File: src/rtl/whack_pkg.sv
// Shared constants and types for the whack-a-mole input front-end.
package whack_pkg;

  localparam int N_SW = 18;
  localparam int N_BT = 4;

  // 20 ms at 50 MHz; the counter width must cover DEBOUNCE_CYCLES-1.
  localparam int DEBOUNCE_CYCLES_DEFAULT = 1000000;
  localparam int CNT_W_DEFAULT           = 20;

  typedef enum logic [2:0] {
    LVL_IDLE = 3'd0,
    LVL_1    = 3'd1,
    LVL_2    = 3'd2,
    LVL_3    = 3'd3,
    LVL_4    = 3'd4
  } level_t;

  // Maps a one-hot button press onto the level it selects (BT0 -> level 1).
  function automatic level_t button_level(input logic [N_BT-1:0] press);
    level_t lvl;
    lvl = LVL_IDLE;
    if (press[0])      lvl = LVL_1;
    else if (press[1]) lvl = LVL_2;
    else if (press[2]) lvl = LVL_3;
    else if (press[3]) lvl = LVL_4;
    return lvl;
  endfunction

endpackage

File: src/rtl/whack_input_conditioner_if.sv
// Conditioned inputs handed from the front-end to the game core.
interface whack_input_conditioner_if;
  import whack_pkg::*;

  logic [N_SW-1:0] sw_stable;
  logic            sw_changed;
  logic [N_BT-1:0] bt_level;
  logic [N_BT-1:0] bt_press;
  logic            lvl_req;
  level_t          lvl_code;

  modport master (
    output sw_stable, sw_changed, bt_level, bt_press, lvl_req, lvl_code
  );

  modport slave (
    input sw_stable, sw_changed, bt_level, bt_press, lvl_req, lvl_code
  );

endinterface

File: src/rtl/debounce_cell.sv
// Two-flop synchroniser followed by a stability counter.  The accepted
// value only moves once the synchronised input has held one value, different
// from the accepted one, for DEBOUNCE_CYCLES consecutive cycles.  The whole
// WIDTH-bit vector is treated as a single unit.
module debounce_cell #(
  parameter int               WIDTH           = 1,
  parameter int               DEBOUNCE_CYCLES = 1000000,
  parameter int               CNT_W           = 20,
  parameter logic [WIDTH-1:0] RESET_VAL       = '0
) (
  input  logic             clk,
  input  logic             rst,
  input  logic [WIDTH-1:0] raw,
  output logic [WIDTH-1:0] stable,
  output logic             changed
);

  localparam logic [CNT_W-1:0] LAST = CNT_W'(DEBOUNCE_CYCLES - 1);

  logic [WIDTH-1:0] stage1;
  logic [WIDTH-1:0] stage2;
  logic [WIDTH-1:0] stage2_prev;
  logic [CNT_W-1:0] count;
  logic [CNT_W-1:0] run;

  // Synchroniser chain plus a copy of the last synchronised value for change detection.
  always_ff @(posedge clk) begin
    if (rst) begin
      stage1      <= RESET_VAL;
      stage2      <= RESET_VAL;
      stage2_prev <= RESET_VAL;
    end else begin
      stage1      <= raw;
      stage2      <= stage1;
      stage2_prev <= stage2;
    end
  end

  // Run length already accumulated for the current value; a fresh value starts from zero.
  always_comb begin
    run = '0;
    if (stage2 == stage2_prev) begin
      run = count;
    end
  end

  // Count stable cycles and accept the new value on the last one; count never passes LAST.
  always_ff @(posedge clk) begin
    if (rst) begin
      count   <= '0;
      stable  <= RESET_VAL;
      changed <= 1'b0;
    end else begin
      changed <= 1'b0;
      if (stage2 == stable) begin
        count <= '0;
      end else if (run == LAST) begin
        stable  <= stage2;
        changed <= 1'b1;
        count   <= '0;
      end else begin
        count <= run + CNT_W'(1);
      end
    end
  end

endmodule

File: src/rtl/whack_input_conditioner.sv
// Front-end for the whack-a-mole game core: debounces the slide switches as
// one vector and each push-button on its own, derives press pulses, and turns
// a lone button press into a registered level-select request.
module whack_input_conditioner
  import whack_pkg::*;
#(
  parameter int DEBOUNCE_CYCLES = DEBOUNCE_CYCLES_DEFAULT,
  parameter int CNT_W           = CNT_W_DEFAULT
) (
  input  logic                      clk,
  input  logic                      rst,
  input  logic [N_SW-1:0]           sw_raw,
  input  logic [N_BT-1:0]           bt_n_raw,
  whack_input_conditioner_if.master core
);

  logic [N_SW-1:0] sw_stable;
  logic            sw_changed;
  logic [N_BT-1:0] bt_released;
  logic [N_BT-1:0] bt_flip;
  logic [N_BT-1:0] bt_level;
  logic [N_BT-1:0] bt_press;
  logic            single_press;
  logic            lvl_req;
  level_t          lvl_code;

  debounce_cell #(
    .WIDTH           (N_SW),
    .DEBOUNCE_CYCLES (DEBOUNCE_CYCLES),
    .CNT_W           (CNT_W),
    .RESET_VAL       ({N_SW{1'b0}})
  ) u_sw_debounce (
    .clk     (clk),
    .rst     (rst),
    .raw     (sw_raw),
    .stable  (sw_stable),
    .changed (sw_changed)
  );

  // Buttons idle high, so each cell resets to "released" and is inverted afterwards.
  for (genvar i = 0; i < N_BT; i++) begin : g_bt
    debounce_cell #(
      .WIDTH           (1),
      .DEBOUNCE_CYCLES (DEBOUNCE_CYCLES),
      .CNT_W           (CNT_W),
      .RESET_VAL       (1'b1)
    ) u_bt_debounce (
      .clk     (clk),
      .rst     (rst),
      .raw     (bt_n_raw[i]),
      .stable  (bt_released[i]),
      .changed (bt_flip[i])
    );
  end

  assign bt_level = ~bt_released;
  assign bt_press = bt_flip & bt_level;

  // A request needs exactly one new press and no other button already held.
  assign single_press = $onehot(bt_press) && (bt_level == bt_press);

  // Register the level request one cycle after the press; the code holds between requests.
  always_ff @(posedge clk) begin
    if (rst) begin
      lvl_req  <= 1'b0;
      lvl_code <= LVL_IDLE;
    end else begin
      lvl_req <= single_press;
      if (single_press) begin
        lvl_code <= button_level(bt_press);
      end
    end
  end

  assign core.sw_stable  = sw_stable;
  assign core.sw_changed = sw_changed;
  assign core.bt_level   = bt_level;
  assign core.bt_press   = bt_press;
  assign core.lvl_req    = lvl_req;
  assign core.lvl_code   = lvl_code;

endmodule
File: src/flat_wrapper.sv
// flat-port wrapper written by rule: the top's interface ports become plain ports
module whack_input_conditioner_flat import whack_pkg::*;
#(
  parameter int DEBOUNCE_CYCLES = DEBOUNCE_CYCLES_DEFAULT,
  parameter int CNT_W           = CNT_W_DEFAULT
)
  (clk, rst, sw_raw, bt_n_raw, core_sw_stable, core_sw_changed, core_bt_level, core_bt_press, core_lvl_req, core_lvl_code);
  whack_input_conditioner_if core_i ();
  input  logic clk;
  input  logic rst;
  input  logic [N_SW-1:0] sw_raw;
  input  logic [N_BT-1:0] bt_n_raw;
  output wire logic [$bits(core_i.sw_stable)-1:0] core_sw_stable;
  output wire logic [$bits(core_i.sw_changed)-1:0] core_sw_changed;
  output wire logic [$bits(core_i.bt_level)-1:0] core_bt_level;
  output wire logic [$bits(core_i.bt_press)-1:0] core_bt_press;
  output wire logic [$bits(core_i.lvl_req)-1:0] core_lvl_req;
  output wire logic [$bits(core_i.lvl_code)-1:0] core_lvl_code;
  assign core_sw_stable = core_i.sw_stable;
  assign core_sw_changed = core_i.sw_changed;
  assign core_bt_level = core_i.bt_level;
  assign core_bt_press = core_i.bt_press;
  assign core_lvl_req = core_i.lvl_req;
  assign core_lvl_code = core_i.lvl_code;
  whack_input_conditioner #(.DEBOUNCE_CYCLES(DEBOUNCE_CYCLES), .CNT_W(CNT_W)) u_core (.clk(clk), .rst(rst), .sw_raw(sw_raw), .bt_n_raw(bt_n_raw), .core(core_i));
endmodule
File: config.mk
export PLATFORM = sky130hd
export DESIGN_NAME = whack_input_conditioner_flat
export DESIGN_NICKNAME = d
export VERILOG_FILES = /design/src/rtl/whack_pkg.sv /design/src/rtl/whack_input_conditioner_if.sv /design/src/rtl/debounce_cell.sv /design/src/rtl/whack_input_conditioner.sv /design/src/flat_wrapper.sv
export SDC_FILE = /design/constraint.sdc
export NUM_CORES = 1
export LEC_CHECK = 0
export CAP_MARGIN = 10
export CORE_MARGIN = 5
export CORE_UTILIZATION = 45
export CTS_CLUSTER_DIAMETER = 80
export DETAILED_ROUTE_END_ITERATION = 10
export PLACE_DENSITY = 0.73
export SLEW_MARGIN = 20
export SYNTH_ARGS = -nofsm -noshare
export SYNTH_HDL_FRONTEND = slang
export SYNTH_SLANG_ARGS = --single-unit
File: constraint.sdc
create_clock -name clk -period 3.8 [get_ports clk]
set_input_delay 0.76 -clock clk [delete_from_list [all_inputs] [get_ports clk]]
set_output_delay 0.76 -clock clk [all_outputs]
set_load 0.02 [all_outputs]
==> impl_metrics.json, run 1 <==
{
  "port_buffers": 54,
  "synth-seq-area-share": 0.478,
  "grt_pass1_vias": 5656,
  "drt-pass1-iter-count": 4,
  "drt-total-wl_mm": 15.4,
  "numCtsBuffers": 17,
  "gp_congestion": 0.805,
  "initial_utilization": 0.458,
  "cts_setup_buffers": 0,
  "cts_tree": "done",
  "synth_area_per_cell_um2": 9.44,
  "endpoint_kind": "register",
  "synth_cells": 874,
  "htreeDepth": 4,
  "ioPinCount": 55,
  "drc": 0,
  "slew_violations": 0,
  "slew_headroom": 0.442,
  "yosys.area.top_type": "dfxtp_1",
  "finalSetupViolations": 0,
  "syn_area_um2": 8250,
  "fmax_mhz": 302,
  "ys.flop_type": "dfxtp_1",
  "design_area_um2": 9660,
  "status": "finished clean",
  "synth_enable_flop_cells": 0,
  "area_growth_pct": 17.0,
  "yosys.cell_count.top_type": "dfxtp_1",
  "grt_antenna_before_repair": 0,
  "grt_max_degree": 62,
  "grt_use_total": 0.148,
  "rsz0062_at_grt": "no",
  "cts_hold_buf": 0,
  "path_clk_slew_ps": 80,
  "setup_tns_ps": 0,
  "clock_latency_ps": 440,
  "yosysTopAreaCellShare": 0.478,
  "netlist_top_cells_count": "dfxtp_1 (197), nor2_1 (94), nor2b_1 (75), xor2_1 (71), nand2_1 (57)",
  "vias": 5923,
  "drtIter0Drc": 331,
  "powerDensity_nw_per_um2": 424,
  "post_route_cells_drive_above_1_share": 0.0880,
  "total_leakage_power_nw": 3.56,
  "fin_crit_ps": 3320,
  "synthArstFlopShare": 0,
  "power_w": 0.00409,
  "die_area_um2": 21100,
  "dp_hpwl_mm": 10.8,
  "ys_ff_latch": 197,
  "ctsLongestPathBuffers": 2,
  "core_um2": 18000,
  "peakVddDrop_mv": 0.295,
  "cts.repair.resized": 0,
  "period_share": 0.873,
  "wl_per_cell_um": 13.2,
  "max_cap_violations": 0,
  "row_count": 49,
  "diodes": 0,
  "synth_warnings": 0,
  "overflow": 0,
  "skew_ps": 10.5,
  "grt_pass1_wl_mm": 26.7,
  "viasPerCell": 5.05,
  "cts_root_buffer": "clkbuf_16",
  "crit_required_ps": 4130,
  "ys_top_cells_by_area": "dfxtp_1 (48%), xor2_1 (7.5%), xnor2_1 (5.8%)",
  "fp.dieW_um": 145,
  "crit_type": "reg -> reg",
  "cp_max_fo": 18,
  "fin_nets": 964,
  "start_kind": "register",
  "ys_types": 43,
  "chipHeight_um": 145,
  "cts.sinks": 197,
  "placed_area_um2": 9030,
  "ant_nets": 0,
  "syn_nets": 908,
  "cp.arrival_ps": 3640,
  "worst_slew_pin_slew_ps": 837,
  "hold_violations": 0,
  "hold_path.class": "reg -> reg"
}
-- metrics by stage --
stage | std cells | util | setup WS (ps) | hold slack [ps]
2_1_floorplan | 874 | - | 831 | 389
3_3_place_gp | 1140 | 0.501 | 570 | 403
3_5_place_dp | 1140 | 0.501 | 477 | 411
4_1_cts | 1172 | 0.536 | 464 | 426
5_1_grt | 1172 | 0.536 | 171 | 440
6_report | 1172 | 0.536 | 484 | 419
-- registers in the layout (all words and copies together) (netlist names) --
register	count
u_core.g_bt.u_bt_debounce.stable	4
u_core.g_bt.u_bt_debounce.stage2	4
u_core.u_sw_debounce.stage2	18
u_core.g_bt.u_bt_debounce.stage1	4
u_core.u_sw_debounce.count	20
u_core.g_bt.u_bt_debounce.changed	4
u_core.g_bt.u_bt_debounce.stage2_prev	4
u_core.core.lvl_req	1
u_core.g_bt.u_bt_debounce.count	80
u_core.u_sw_debounce.stage2_prev	18
u_core.u_sw_debounce.stable	18
u_core.u_sw_debounce.stage1	18
u_core.u_sw_debounce.changed	1
u_core.core.lvl_code	3
-- placed cells by master, fill, tap and decap left out, types with 3 or more instances in the layout --
cell,n
dfxtp_1,197
nor2_1,94
nor2b_1,75
xor2_1,71
nand2_1,57
xnor2_1,55
clkdlybuf4s50_1,53
nand3_1,48
nor3_1,33
nand4_1,29
and3_1,21
nor4_1,18
and2_1,17
clkbuf_16,17
or2_2,16
inv_1,14
and4_1,14
mux2_4,10
mux2_2,9
a21oi_1,9
ha_1,9
buf_4,9
inv_8,8
or4_1,7
o21ai_0,7
o31ai_1,6
or4b_2,4
mux2i_1,4
clkinv_8,4
nand2b_1,3
nor4b_1,3
-- final cells by class --
class / count / area [µm²]
clock buffers: 17 / 425
clock inverters: 15 / 196
fillers: 1643 / 8370
inverters: 14 / 52.6
multi-input cells: 638 / 4150
flip-flops and latches: 197 / 3940
well taps: 229 / 287
repair buffers: 62 / 598
-- per-layer routing --
layer	global-route usage	vias to the layer above	part of all wire
met4	0.0462	0	0.0091
met1	0.199	2756	0.50
li1	-	3090	-
met3	0.0420	10	0.030
met2	0.233	67	0.46
met5	0	-	0
-- cell families after synthesis --
| kind of cell | synth area share |
|---|---|
| simple gates | 0.293 |
| flops | 0.478 |
| xor+xnor | 0.134 |
| buf+inv | 0.0190 |
| compound gates | 0.0249 |
| mux | 0.0353 |
| fa+ha+maj | 0.0161 |
-- worst max-delay path, stage by stage (launching register included) --
cell and delay [ps]:
dfxtp_1 340, xor2_1 170, nor4_1 410, and3_1 390, and3_1 200, ha_1 210, and3_1 330, and3_1 240
o2111ai_4 450, mux2_4 450
-- worst paths after layout --
path	endpoint	start	cells past startpoint	slack (ps)
worst max register to register	u_core.u_sw_debounce.stable[14]$_SDFFE_PP0P_	u_core.u_sw_debounce.stage2[11]$_SDFF_PP0_	9	480
worst max-delay path	u_core.u_sw_debounce.stable[14]$_SDFFE_PP0P_	u_core.u_sw_debounce.stage2[11]$_SDFF_PP0_	9	480
worst min register to register	u_core.g_bt[3].u_bt_debounce.stage2$_SDFF_PP1_	u_core.g_bt[3].u_bt_debounce.stage1$_SDFF_PP1_	1	420
worst min-delay path	u_core.g_bt[3].u_bt_debounce.stage2$_SDFF_PP1_	u_core.g_bt[3].u_bt_debounce.stage1$_SDFF_PP1_	1	420
-- where the power goes --
part           switching (W)  leakage [nW]  internal, W  total [W]
Clock               0.000925         0.304     0.000913    0.00184
Combinational      0.0000792          1.66    0.0000640   0.000143
Sequential         0.0000182          1.60      0.00209    0.00211
(Power assumes the default switching activity.)
==> run 2, diff against run 1 <==
CTS_BUF_LIST = sky130_fd_sc_hd__clkbuf_4   (was unset)
==> run 2 against run 1 <==
  * Cell count is essentially flat
  * Clock skew grew 11 ps
  * Worst setup slack lost 60 ps
  * Total power shrank 16%
  * Largest power group unchanged
  * Highest routed layer unchanged
==> impl_metrics.json, run 2 (synthesis gave the netlist of run 1 again) <==
{
  "status": "finished clean",
  "top_regs": "u_core.g_bt.u_bt_debounce.count x80, u_core.u_sw_debounce.count x20",
  "peakVddDrop_mv": 0.181,
  "drt-pass1-iter-count": 4,
  "finalSetupViolations": 0,
  "clock_latency_ps": 610,
  "crit_required_ps": 4300,
  "grt_pass1_wl_mm": 26.3,
  "cp_max_fo": 18,
  "gp_congestion": 0.805,
  "dp_hpwl_mm": 10.8,
  "powerDensity_nw_per_um2": 367,
  "slowest_stage": "mux2_4",
  "final_cell_mix": "dfxtp_1 (197), nor2_1 (94), nor2b_1 (75), xor2_1 (71), nand2_1 (57)",
  "fmax_mhz": 296,
  "core_um2": 18000,
  "path_clk_slew_ps": 190,
  "slew_headroom": 0.438,
  "hold_violations": 0,
  "total_leakage_power_nw": 3.43,
  "crit_type": "reg -> reg",
  "drc": 0,
  "cts.sinks": 197,
  "grt_antenna_before_repair": 1,
  "setup_tns_ps": 0,
  "vias": 5898,
  "crit_path_frequent_cell": "and3_1",
  "port_buffers": 54,
  "area_growth_pct": 13.4,
  "fin_nets": 964,
  "ant_nets": 0,
  "cp.arrival_ps": 3880,
  "cts_hold_buf": 0,
  "holdWs_ps": 442,
  "initial_utilization": 0.458,
  "grt_pass1_vias": 5619,
  "skew_ps": 21.5,
  "cts_setup_buffers": 0,
  "row_count": 49,
  "rsz0062_at_grt": "no",
  "fin_crit_ps": 3380,
  "cts.repair.resized": 0,
  "final_common_cell": "dfxtp_1",
  "grt_max_degree": 62,
  "ioPinCount": 55,
  "wl_per_cell_um": 12.9,
  "ctsLongestPathBuffers": 2,
  "start_kind": "register",
  "cts_root_buffer": "clkbuf_4",
  "chipHeight_um": 145,
  "die_area_um2": 21100,
  "placed_area_um2": 9030,
  "design_area_um2": 9360,
  "endpoint_kind": "register",
  "overflow": 0,
  "viasPerCell": 5.03,
  "numCtsBuffers": 17,
  "fp.dieW_um": 145,
  "post_route_cells_drive_above_1_share": 0.0880,
  "cts_tree": "done",
  "worst_slew_pin_slew_ps": 842,
  "hold_path.class": "reg -> reg",
  "grt_use_total": 0.145,
  "num-fill-cells": 1686,
  "drtIter0Drc": 307,
  "slowest_delay_ps": 460,
  "drt-total-wl_mm": 15.2,
  "largest_reg_flops": 80,
  "max_cap_violations": 0,
  "htreeDepth": 4,
  "largest-register": "u_core.g_bt.u_bt_debounce.count",
  "slew_violations": 0,
  "period_share": 0.888,
  "worstPathCellList": "xor2_1 > nor4_1 > and3_1 > and3_1 > ha_1 > and3_1 > and3_1 > o2111ai_4 > mux2_4"
}
-- run 2: changes by cell type in the layout (fill, tap and decap cells not counted), sizes merged --
cell   delta
diode     +1
-- run 2: final cells by class --
type                            instances  area [µm²]  area share
Multi-Input combinational cell        638        4150       0.444
Sequential cell                       197        3940       0.421
Timing Repair Buffer                   62         598      0.0639
Tap cell                              229         287      0.0306
Clock inverter                         15         196      0.0210
Clock buffer                           17         128      0.0136
Inverter                               14        52.6     0.00561
Antenna cell                            1        2.50    0.000267
-- run 2: critical path, delay by kind of cell, from the launching register on --
kind	cells	cell delay (ps)
compound gates	1	450
mux	1	460
flops	1	380
simple gates	5	1600
fa+ha+maj	1	210
xor+xnor	1	170
-- run 2: power breakdown --
part | switching (W) | total (W) | leakage, nW | internal (W)
Sequential | 0.0000180 | 0.00212 | 1.60 | 0.00210
Clock | 0.000840 | 0.00117 | 0.173 | 0.000334
Combinational | 0.0000793 | 0.000143 | 1.66 | 0.0000640
-- run 2: path summary, 6_finish.rpt --
kind	from	end	slack (ps)	cells after the start
min	u_core.g_bt[3].u_bt_debounce.stage1$_SDFF_PP1_	u_core.g_bt[3].u_bt_debounce.stage2$_SDFF_PP1_	440	1
max reg2reg	u_core.u_sw_debounce.stage2[11]$_SDFF_PP0_	u_core.u_sw_debounce.stable[14]$_SDFFE_PP0P_	420	9
max	u_core.u_sw_debounce.stage2[11]$_SDFF_PP0_	u_core.u_sw_debounce.stable[14]$_SDFFE_PP0P_	420	9
min reg2reg	u_core.g_bt[3].u_bt_debounce.stage1$_SDFF_PP1_	u_core.g_bt[3].u_bt_debounce.stage2$_SDFF_PP1_	440	1
-- run 2: layer usage --
| layer | wire length, µm | GRT usage | up-vias |
|---|---|---|---|
| met3 | 499 | 0.0333 | 15 |
| met4 | 223 | 0.0499 | 0 |
| met1 | 7480 | 0.196 | 2724 |
| li1 | - | - | 3084 |
| met5 | 0 | 0 | - |
| met2 | 6950 | 0.230 | 75 |
-- run 2: through the flow --
stage | instances | util | setup WS [ps] | total power, W
global route | 1173 | 0.519 | 124 | 0.00358
global placement | 1140 | 0.501 | 570 | 0.00230
floorplan | 874 | - | 831 | 0.00225
finish | 1173 | 0.519 | 424 | 0.00343
detailed placement | 1140 | 0.501 | 477 | 0.00230
CTS | 1172 | 0.519 | 433 | 0.00348
==> run 3, diff against run 2 <==
PLACE_DENSITY = 0.75   (was 0.73)
clock period = 3 ns   (was 3.8 ns; I/O delays follow)
==> run 3 against run 2 <==
  * Hold slack worse by 96 ps
  * Global-route usage down 0.29 points
  * Flip-flop and latch count unchanged
  * Non-clock buffer count rose by 6
  * Worst setup slack got worse by 220 ps
  * Sequential power increased by 26%
  * Clock-buffer cell count unchanged
  * Core utilization increased by 0.60 points
  * Critical path type unchanged
==> impl_metrics.json, run 3 (synthesis gave the netlist of run 1 again) <==
{
  "status": "finished clean",
  "gp_congestion": 0.830,
  "period_share": 0.931,
  "cts_tree": "done",
  "drc": 0,
  "vias": 5993,
  "fp.dieW_um": 145,
  "rsz0062_at_grt": "no",
  "drt-pass1-iter-count": 4,
  "port_buffers": 54,
  "grt_pass1_wl_mm": 25.7,
  "numCtsBuffers": 17,
  "skew_ps": 24.3,
  "endpoint_kind": "register",
  "drt-total-wl_mm": 15.1,
  "holdWs_ps": 346,
  "slew_violations": 0,
  "num-fill-cells": 1649,
  "viasPerCell": 5.08,
  "ant_nets": 0,
  "crit_type": "reg -> reg",
  "cts.sinks": 197,
  "final_common_cell": "dfxtp_1",
  "final_core_util": 0.525,
  "finalSetupViolations": 0,
  "peakVddDrop_mv": 0.226,
  "core_um2": 18000,
  "power_w": 0.00444,
  "cp.arrival_ps": 3300,
  "slew_headroom": 0.621,
  "ioPinCount": 55,
  "multiInputGateArea_um2": 4170,
  "largest_reg_flops": 80,
  "drtIter0Drc": 253,
  "wl_per_cell_um": 12.8,
  "grt_use_total": 0.142,
  "hold_violations": 0,
  "setup_ws_ps": 208,
  "largest-register": "u_core.g_bt.u_bt_debounce.count",
  "fin_nets": 970,
  "clock_latency_ps": 590,
  "post_route_cells_drive_above_1_share": 0.0980,
  "seqCellArea_um2": 3940,
  "grt_antenna_before_repair": 1,
  "htreeDepth": 4,
  "cts_root_buffer": "clkbuf_4",
  "fmax_mhz": 358,
  "cp_max_fo": 18,
  "max_cap_violations": 0,
  "overflow": 0,
  "top_regs": "u_core.g_bt.u_bt_debounce.count x80, u_core.u_sw_debounce.count x20",
  "dp_hpwl_mm": 10.7,
  "area_growth_pct": 14.7,
  "worst_slew_pin_slew_ps": 565,
  "grt_max_degree": 81,
  "powerDensity_nw_per_um2": 469,
  "chipHeight_um": 145,
  "setup_tns_ps": 0,
  "hold_path.class": "in -> reg",
  "total_leakage_power_nw": 3.48,
  "row_count": 49,
  "initial_utilization": 0.458,
  "pre_cts_ws_ps": 160,
  "grt_pass1_vias": 5620,
  "final_cell_mix": "dfxtp_1 (197), nor2_1 (94), nor2b_1 (75), xor2_1 (71), nand2_1 (57)",
  "die_area_um2": 21100,
  "fin_crit_ps": 2790,
  "crit_required_ps": 3510,
  "path_clk_slew_ps": 200,
  "start_kind": "register",
  "ctsLongestPathBuffers": 2
}
[run 3: cell types whose count changed in the layout (fill, tap and decap cells not counted), sizes merged]
| cell | delta |
|---|---|
| buf | +6 |
| clkinv | +2 |
| inv | -2 |
[run 3: cell type report]
cell class                 instances  area share
tap                              229      0.0303
timing repair buffer              68      0.0690
clock buffer                      17      0.0135
sequential                       197       0.416
antenna                            1    0.000264
clock inverter                    15      0.0243
multi-input combinational        638       0.441
inverter                          14     0.00555
[run 3: per-layer routing]
layer | share of wire | GRT usage | vias to the layer above | wire, µm
met5 | 0 | 0 | - | 0
met4 | 0.012 | 0.0443 | 0 | 185
met3 | 0.031 | 0.0324 | 13 | 463
met2 | 0.47 | 0.233 | 74 | 7130
met1 | 0.48 | 0.188 | 2802 | 7330
li1 | - | - | 3104 | -
[run 3: what timing repair did]
action	in CTS	in global routing
hold buffers	0	0
setup endpoints to repair	0	18
gates resized for setup	0	4
setup buffers	0	0
[run 3: report_power, final]
| part | internal (W) | leakage, nW | switching, W |
|---|---|---|---|
| sequential | 0.00266 | 1.60 | 0.0000234 |
| combinational | 0.0000907 | 1.69 | 0.000102 |
| clock | 0.000447 | 0.182 | 0.00112 |
| total | 0.00320 | 3.48 | 0.00124 |
[run 3: metrics by stage]
step / cell area, µm² / cells
2_1_floorplan: 8250 / 874
3_3_place_gp: 9090 / 1146
3_5_place_dp: 9090 / 1146
4_1_cts: 9450 / 1178
5_1_grt: 9470 / 1179
6_report: 9470 / 1179
[run 3: final timing paths]
| path | start | to | slack, ps | cells after the start |
|---|---|---|---|---|
| worst min-delay path | rst | u_core.core.lvl_code[0]$_SDFFE_PP0P_ | 350 | 2 |
| worst max register to register | u_core.u_sw_debounce.stage2[11]$_SDFF_PP0_ | u_core.u_sw_debounce.stable[16]$_SDFFE_PP0P_ | 210 | 10 |
| worst max-delay path | u_core.u_sw_debounce.stage2[11]$_SDFF_PP0_ | u_core.u_sw_debounce.stable[16]$_SDFFE_PP0P_ | 210 | 10 |
| worst min register to register | u_core.g_bt[0].u_bt_debounce.stage1$_SDFF_PP1_ | u_core.g_bt[0].u_bt_debounce.stage2$_SDFF_PP1_ | 420 | 1 |
[run 3: critical path, cell delays in order (launching register included)]
cell	delay, ps
dfxtp_1	380
xor2_1	170
nor4_2	340
and3_2	300
and3_1	170
ha_1	220
and3_1	190
and3_1	230
o2111ai_4	130
buf_4	250
mux2_4	320
